$ cat src/rtl/uart_pkg.sv
// uart_pkg: shared state encoding, data width default and parity-type constants for the UART transmitter
package uart_pkg;

    localparam int DATA_W_DEF = 8;

    localparam logic PAR_EVEN = 1'b0;
    localparam logic PAR_ODD  = 1'b1;

    localparam logic [2:0] ST_IDLE   = 3'd0;
    localparam logic [2:0] ST_START  = 3'd1;
    localparam logic [2:0] ST_DATA   = 3'd2;
    localparam logic [2:0] ST_PARITY = 3'd3;
    localparam logic [2:0] ST_STOP   = 3'd4;

    typedef enum logic [2:0] {
        IDLE   = ST_IDLE,
        START  = ST_START,
        DATA   = ST_DATA,
        PARITY = ST_PARITY,
        STOP   = ST_STOP
    } state_t;

endpackage

$ cat src/rtl/parity_calc.sv
// parity_calc: parity bit of a data word, even (PAR_TYP=0) or odd (PAR_TYP=1)
module parity_calc
    import uart_pkg::*;
#(
    parameter int DATA_W = DATA_W_DEF
) (
    input  logic [DATA_W-1:0] P_DATA,
    input  logic              PAR_TYP,
    output logic              par_bit
);

    // odd parity simply inverts the even-parity reduction
    assign par_bit = (^P_DATA) ^ PAR_TYP;

endmodule

$ cat src/rtl/uart_tx_ctrl.sv
// uart_tx_ctrl: frame sequencer for a UART transmitter driving an external serializer
module uart_tx_ctrl
    import uart_pkg::*;
#(
    parameter int DATA_W = DATA_W_DEF
) (
    input  logic              clk,
    input  logic              rst_n,
    input  logic [DATA_W-1:0] P_DATA,
    input  logic              Data_Valid,
    input  logic              PAR_EN,
    input  logic              PAR_TYP,
    input  logic              ser_data,
    output logic              ser_en,
    output logic              busy,
    output logic              TX_OUT,
    output logic              frame_done
);

    localparam int CNT_W = (DATA_W > 1) ? $clog2(DATA_W) : 1;

    state_t           state;
    state_t           state_nxt;
    logic [CNT_W-1:0] cnt;
    logic             last;
    logic             accept;
    logic             par_bit;
    logic             par_en_q;
    logic             par_bit_q;

    parity_calc #(.DATA_W(DATA_W)) u_parity (
        .P_DATA  (P_DATA),
        .PAR_TYP (PAR_TYP),
        .par_bit (par_bit)
    );

    assign last   = cnt == CNT_W'(DATA_W - 1);
    assign accept = (state == IDLE) && Data_Valid;

    // state register
    always_ff @(posedge clk or negedge rst_n) begin
        if (!rst_n) state <= IDLE;
        else        state <= state_nxt;
    end

    // bit counter: held at zero outside DATA, counts 0..DATA_W-1 inside it
    always_ff @(posedge clk or negedge rst_n) begin
        if (!rst_n)              cnt <= '0;
        else if (state != DATA)  cnt <= '0;
        else if (!last)          cnt <= cnt + CNT_W'(1);
    end

    // frame configuration captured at acceptance so mid-frame input changes are harmless
    always_ff @(posedge clk or negedge rst_n) begin
        if (!rst_n) begin
            par_en_q  <= 1'b0;
            par_bit_q <= 1'b0;
        end else if (accept) begin
            par_en_q  <= PAR_EN;
            par_bit_q <= par_bit;
        end
    end

    // next-state decode
    always_comb begin
        state_nxt = state;
        case (state)
            IDLE:    state_nxt = Data_Valid ? START : IDLE;
            START:   state_nxt = DATA;
            DATA:    state_nxt = last ? (par_en_q ? PARITY : STOP) : DATA;
            PARITY:  state_nxt = STOP;
            STOP:    state_nxt = IDLE;
            default: state_nxt = IDLE;
        endcase
    end

    // outputs decoded from registered state only
    always_comb begin
        busy       = state != IDLE;
        frame_done = state == STOP;
        ser_en     = (state == START) || ((state == DATA) && !last);
        TX_OUT     = (state == START)  ? 1'b0 :
                     (state == DATA)   ? ser_data :
                     (state == PARITY) ? par_bit_q : 1'b1;
    end

endmodule
$ cat config.mk
export PLATFORM = sky130hd
export DESIGN_NAME = uart_tx_ctrl
export DESIGN_NICKNAME = d
export VERILOG_FILES = /design/src/rtl/uart_pkg.sv /design/src/rtl/parity_calc.sv /design/src/rtl/uart_tx_ctrl.sv
export SDC_FILE = /design/constraint.sdc
export NUM_CORES = 1
export LEC_CHECK = 0
export ABC_AREA = 1
export BUFFER_PORTS_ARGS = -buffer_cell sky130_fd_sc_hd__clkbuf_2
export CORE_AREA = 2 2 39 41
export DETAILED_ROUTE_END_ITERATION = 7
export DIE_AREA = 0 0 41 43
export MAX_ROUTING_LAYER = met4
export PLACE_DENSITY = 0.68
export SLEW_MARGIN = 20
export SYNTH_ARGS = -nofsm -noshare
export SYNTH_HDL_FRONTEND = slang
export SYNTH_SLANG_ARGS = --single-unit
$ cat constraint.sdc
create_clock -name clk -period 2.5 [get_ports clk]
set_clock_uncertainty 0.15 [all_clocks]
set_input_delay 0.125 -clock clk [delete_from_list [all_inputs] [get_ports clk]]
set_output_delay 0.125 -clock clk [all_outputs]
set_load 0.01 [all_outputs]
==> results of run 1 <==
-- state kept, by name (all words and copies together), names as in the netlist --
name       count
par_bit_q      1
par_en_q       1
state          3
cnt            3
-- critical path, cell delays in order (launching register included) --
cell	delay, ps
dfrtp_1	400
ha_1	220
ha_1	200
inv_1	120
nand2_1	90
nand2_1	70
clkbuf_2	120
-- worst max path at each step --
stage                                   from     end  slack, ps  cells past startpoint
after floorplan           cnt[0]$_DFFE_PN0P_  ser_en       1150                      5
after global placement    cnt[0]$_DFFE_PN0P_  ser_en       1040                      6
after detailed placement  cnt[0]$_DFFE_PN0P_  ser_en       1000                      6
after CTS                 cnt[0]$_DFFE_PN0P_  ser_en        730                      6
after global routing      cnt[0]$_DFFE_PN0P_  ser_en        660                      6
final                     cnt[0]$_DFFE_PN0P_  ser_en        750                      6
-- Yosys cell counts --
cell type | number | area [um2]
dfrtp_1 | 8 | 200
ha_1 | 2 | 25.0
inv_1 | 15 | 56.3
inv_2 | 2 | 7.51
nand2_1 | 40 | 150
nand2_2 | 1 | 6.26
nand3_1 | 8 | 40.0
nand4_1 | 1 | 6.26
nor2_1 | 3 | 11.3
nor3_1 | 1 | 5.00
nor3_4 | 1 | 16.3
o21a_1 | 1 | 7.51
o21ai_0 | 2 | 10.0
o21ai_2 | 1 | 8.76
xor2_1 | 1 | 8.76
-- logic make-up (layout without fill, tap and decap cells) --
| group | after synthesis | after routing |
|---|---|---|
| simple gates | 55 | 55 |
| buf+inv | 17 | 39 |
| compound gates | 4 | 4 |
| xor+xnor | 1 | 1 |
| flops | 8 | 8 |
| fa+ha+maj | 2 | 2 |
-- per-stage QoR --
| step | utilization (%) | instances | power, uW | hold WS (ps) | worst slack (ps) |
|---|---|---|---|---|---|
| 2_1_floorplan | - | 87 | 383 | -321 | 1150 |
| 3_3_place_gp | 48.0 | 120 | 457 | -171 | 1040 |
| 3_5_place_dp | 48.0 | 120 | 469 | -176 | 998 |
| 4_1_cts | 51.1 | 125 | 565 | 72.3 | 731 |
| 5_1_grt | 51.1 | 125 | 616 | 90.7 | 655 |
| 6_report | 51.1 | 125 | 556 | 74.5 | 755 |
-- routing by layer --
metal	up-vias	wire [um]	global-route usage (%)
met5	-	0	-
met4	0	0	6.00
met3	0	53	4.71
met2	15	501	22.8
met1	244	416	15.4
li1	310	-	-
-- placed cells by master (no fill, tap or decap), drive strengths merged --
cell	instances
inv	17
nor2	3
clkbuf	20
nand2	41
xor2	1
o21a	1
nand3	8
dlygate4sd3	2
o21ai	3
dfrtp	8
ha	2
nand4	1
nor3	2
-- report_power, final --
part | total, uW | switching (uW) | internal, uW
combinational | 241 | 142 | 99.1
clock | 90.9 | 36.5 | 54.4
sequential | 224 | 47.4 | 176
total | 556 | 226 | 330
-- final cells by class --
cell class              instances  area [um2]
fillers                       154         677
multi-input cells              62         295
flip-flops and latches          8         200
repair buffers                 19         105
inverters                      17        63.8
clock buffers                   3        22.5
well taps                      16        20.0
==> summary.txt, run 1 <==
Global route
  • Tot GR Track Use: 14.3%
  • Initial antenna violation count: 0
  • First-pass GRT wire length: 1.66 mm
  • Total global routing overflow: 0
  • Largest net degree at the start of global routing: 9
  • Vias in the first global route: 469

Synthesis
  • Mux cell area share after synthesis: 0%
  • Mapped Nets: 103
  • Synthesized area: 559 um2
  • Cells after Synth: 87
  • Mean Syn Cell Area: 6.43 um2
  • Number of synthesized register bits: 8
  • Yosys cell types: 15
  • Sequential area share after synthesis: 35.8%
  • Largest family of logic cells by synthesized area: simple AND/OR/NAND/NOR gates
  • Synth Area in Adders: 4.47%
  • Post-synthesis compound-gate area fraction: 4.70%
  • Post-Synth XOR/XNOR Area: 1.57%
  • Yosys synthesis warning count: 0
  • Simple-gate portion of the synthesized area: 42.1%

Placed design
  • Placed cell area: 664 um2
  • Routability congestion estimate: 0.659
  • Post-DP HPWL: 882 um
  • I/O Buffers: 17

Clocking
  • TritonCTS Buffers: 3
  • Clk Tree Root Cell: clkbuf_4
  • # resized after CTS: 0
  • Clk sinks: 8
  • H-tree Lvls: 1
  • Clock Latency Late Sink: 240 ps
  • Clk slew on worst S/H paths: 50 ps
  • TritonCTS clock tree: done
  • Hold_buf cts: 2
  • Setup bufs post-CTS: 0
  • Clock buffer depth: 2

STA
  • FMAX: 0.573 GHz
  • Final hold vios: 0
  • Setup tns final: 0 ps
  • Rel. slew slack: 81.3%
  • RSZ-0062 raised after global routing: false
  • Worst slew pin tran: 281 ps
  • Pins over their slew limit: 0
  • Final Setup Violations: 0
  • Final period util: 69.8%
  • Post-layout min period: 1750 ps

Critical path
  • Critical setup path kind: flop to primary output
  • WP data arrival: 1470 ps
  • R2R setup slack: 1070 ps
  • Crit Path Max Fanout: 5
  • R2R Path Start: cnt[0]$_DFFE_PN0P_
  • FF-to-FF path depth: 5
  • CP Capture Type: primary output
  • Startpoint class of the critical path: flop
  • Worst Path Required: 2230 ps
  • R2R Path End: state[2]$_DFF_PN0_

Job
  • Max cap viols: 0

Finish
  • Design area: 707 um2
  • Fin nets: 127
  • Area growth syn-to-layout: 26.4%
  • Share of layout cells above drive strength 1: 22.9%
  • Number of inserted diodes: 0

Power
  • Pwr per Cell Area: 786 nW/um2
  • Worst VDD drop: 0.335 mV
  • Leakage: 0.000460 uW

Route
  • Avg WL per Cell: 7.77 um
  • DR vias/cell: 4.55
  • Drt drc: 0
  • Vias: 569
  • Pre-Repair DR Iteration Count: 3
  • DRT Wirelength: 971 um
  • Remaining antenna violation count: 0
  • Initial DRC count: 12

Floorplan
  • Chip width: 41 um
  • Die footprint: 1760 um2
  • Die height: 43 um
  • Io pins: 18
  • Row count: 14
  • Initial core utilization: 40.4%
  • Core area: 1380 um2

Outcome
  • Status: completed

Hold path
  • Min-delay worst type: input pin to flop
  • Hold path depth: 3
  • Hold EP: state[0]$_DFF_PN0_
  • Hold Crit Start: Data_Valid
No activity file was read; power rests on OpenSTA's default activity.
==> inputs of run 2 (changes only) <==
clock period = 1.7 ns   (was 2.5 ns; I/O delays follow)
==> run 2 against run 1 <==
  * Clock-buffer cell count did not move
  * Die area is the same
  * Total power grew 52%
  * Hold slack got worse by 23 ps
  * Flip-flop and latch count stayed put
  * First-iteration DRC count shrank 8.3%
  * Sequential share of layout area decreased by 0.68 points
  * Combinational power increased by 60%
  * Via count is 2.1% higher
  * Largest power group unchanged
  * Highest routed layer is now met4
==> summary.txt, run 2 (same netlist as run 1, synthesis figures left out) <==
Outcome
  • Status: completed

Critical path
  • CP peak stage delay: 380 ps (-20 ps)
  • R2R setup slack: 280 ps (-790 ps)
  • Critical setup path kind: flop to primary output
  • WP data arrival: 1360 ps (-110 ps)
  • CP dominant cell by count: nand2_1
  • Worst setup path start: cnt[0]$_DFFE_PN0P_
  • R2R Path Start: cnt[0]$_DFFE_PN0P_
  • Slowest library cell on the worst path: dfrtp_1
  • FF-to-FF path depth: 6 (+1)
  • Startpoint class of the critical path: flop
  • CP Capture Type: primary output
  • Crit Path Max Fanout: 3 (-2)
  • Worst Path Required: 1460 ps (-770 ps)
  • R2R Path End: state[2]$_DFF_PN0_
  • Critical-path cell list: ha_1 > ha_2 > inv_2 > nand2_1 > nand2_1 > clkbuf_2

Route
  • DR vias/cell: 4.57 (+0.50%)
  • Pre-Repair DR Iteration Count: 4 (+1)
  • Remaining antenna violation count: 0 (unchanged)
  • Vias: 581 (+2.1%)
  • Avg WL per Cell: 8.65 um (+11%)
  • DRT Wirelength: 1.10 mm (+13%)
  • Drt drc: 0 (unchanged)
  • Initial DRC count: 11 (-1)

STA
  • Final hold vios: 0 (unchanged)
  • Final period util: 94.1%
  • Setup tns final: 0 ps (unchanged)
  • Worst slew pin tran: 280 ps (-1.29 ps)
  • Final Setup Violations: 0 (unchanged)
  • Post-layout min period: 1600 ps
  • Rel. slew slack: 81.4% (+0.086 points)
  • PnR worst setup slack: 101 ps (-654 ps)
  • FMAX: 0.625 GHz
  • Pins over their slew limit: 0 (unchanged)
  • RSZ-0062 raised after global routing: false

Global route
  • Vias in the first global route: 520 (+11%)
  • Met1 Track Usage GR: 14.0% (-1.4 points)
  • Largest net degree at the start of global routing: 9 (unchanged)
  • Tot GR Track Use: 17.7% (+3.4 points)
  • Initial antenna violation count: 0 (unchanged)
  • First-pass GRT wire length: 1.92 mm (+15%)
  • Grt met2 use: 29.7% (+6.9 points)
  • Total global routing overflow: 0 (unchanged)
  • GR Util met3: 6.28% (+1.6 points)
  • Global route hottest layer: met2

Clocking
  • Clk sinks: 8 (unchanged)
  • H-tree Lvls: 1 (unchanged)
  • Clk Tree Root Cell: clkbuf_4
  • Clk slew on worst S/H paths: 50 ps (about the same)
  • TritonCTS clock tree: done
  • TritonCTS Buffers: 3 (unchanged)
  • Clock Latency Late Sink: 240 ps (about the same)
  • Clock buffer depth: 2 (unchanged)

Floorplan
  • Row count: 14 (unchanged)
  • Chip width: 41 um (unchanged)
  • Initial core utilization: 40.4% (unchanged)
  • Core area: 1380 um2 (unchanged)
  • Die footprint: 1760 um2 (unchanged)
  • Die height: 43 um (unchanged)
  • Io pins: 18 (unchanged)

Power
  • Worst VDD drop: 0.396 mV (+18%)
  • Leakage: 0.000466 uW (+1.4%)
  • Pwr per Cell Area: 1160 nW/um2 (+48%)

Placed design
  • I/O Buffers: 17 (unchanged)
  • Place WS: 229 ps (-769 ps)
  • Routability congestion estimate: 0.682 (+3.5%)
  • Placed cells: 120 (unchanged)
  • Post-DP HPWL: 944 um (+7.0%)

Hold path
  • Hold path depth: 3 (unchanged)
  • Hold EP: state[0]$_DFF_PN0_
  • Hold Crit Start: Data_Valid
  • Min-delay worst type: input pin to flop

Finish
  • Share of layout cells above drive strength 1: 26.1% (+3.2 points)
  • Finished Layout Cells: 127 (+1.6%)
  • Most frequent cells in the layout: nand2_1 (40), clkbuf_2 (17), inv_1 (14)
  • Most common cell after layout, fill and taps aside: nand2_1
  • Number of inserted diodes: 0 (unchanged)
  • Area growth syn-to-layout: 29.5%
  • Fin nets: 129 (+1.6%)
  • Largest registers: cnt: 3 flops, state: 3 flops

Job
  • Max cap viols: 0 (unchanged)
[run 2: cell types whose count changed in the layout (fill, tap and decap cells not counted), sizes merged]
cell	before	now
buf	0	2
[run 2: timing repair]
| item | 4_1_cts | 5_1_grt |
|---|---|---|
| endpoints found under the setup margin | 1 | 1 |
| hold buffers | 2 | 0 |
| gates cloned | 0 | 0 |
| buffers inserted | 1 | 1 |
| endpoints found under the hold margin | 9 | 0 |
| resized for setup | 1 | 1 |
[run 2: area by class of cell]
type,count,area [um2]
clock buffers,3,22.5
fillers,156,659
inverters,17,63.8
multi-input cells,62,298
flip-flops and latches,8,200
well taps,16,20.0
repair buffers,21,120
[run 2: through the flow]
step / total power, uW / util [%] / hold WS [ps] / instance area, um2
after global routing: 941 / 52.4 / 55.6 / 724
after floorplan: 564 / - / -361 / 559
after detailed placement: 695 / 48.0 / -211 / 664
after global placement: 671 / 48.0 / -211 / 664
after CTS: 857 / 51.6 / 44.4 / 714
final: 843 / 52.4 / 51.1 / 724
[run 2: power by group]
group          leakage (uW)  switching, uW  internal [uW]
logic              0.000348            228            158
clock network     0.0000138           55.7           80.2
registers          0.000104           61.5            259
total              0.000466            345            498
[run 2: worst max-delay path: cells and delay by family (launching register included)]
| family | cells | cell delay, ps |
|---|---|---|
| DFF | 1 | 380 |
| and+or+nand+nor | 2 | 160 |
| adders and majority gates | 2 | 400 |
| buffers and inverters | 2 | 180 |
[run 2: per-layer routing]
layer,part of all wire [%],vias up
met1,40,245
met4,2.0,0
li1,-,317
met2,53,17
met3,4.6,2
met5,0,-
[run 2: worst max path at each step]
stage / to / slack (ps) / depth (start not counted)
after global placement: ser_en / 280 / 6
after detailed placement: ser_en / 230 / 6
final: ser_en / 100 / 6
after floorplan: state[2]$_DFF_PN0_ / 360 / 5
after global routing: ser_en / 7 / 4
after CTS: ser_en / 20 / 6
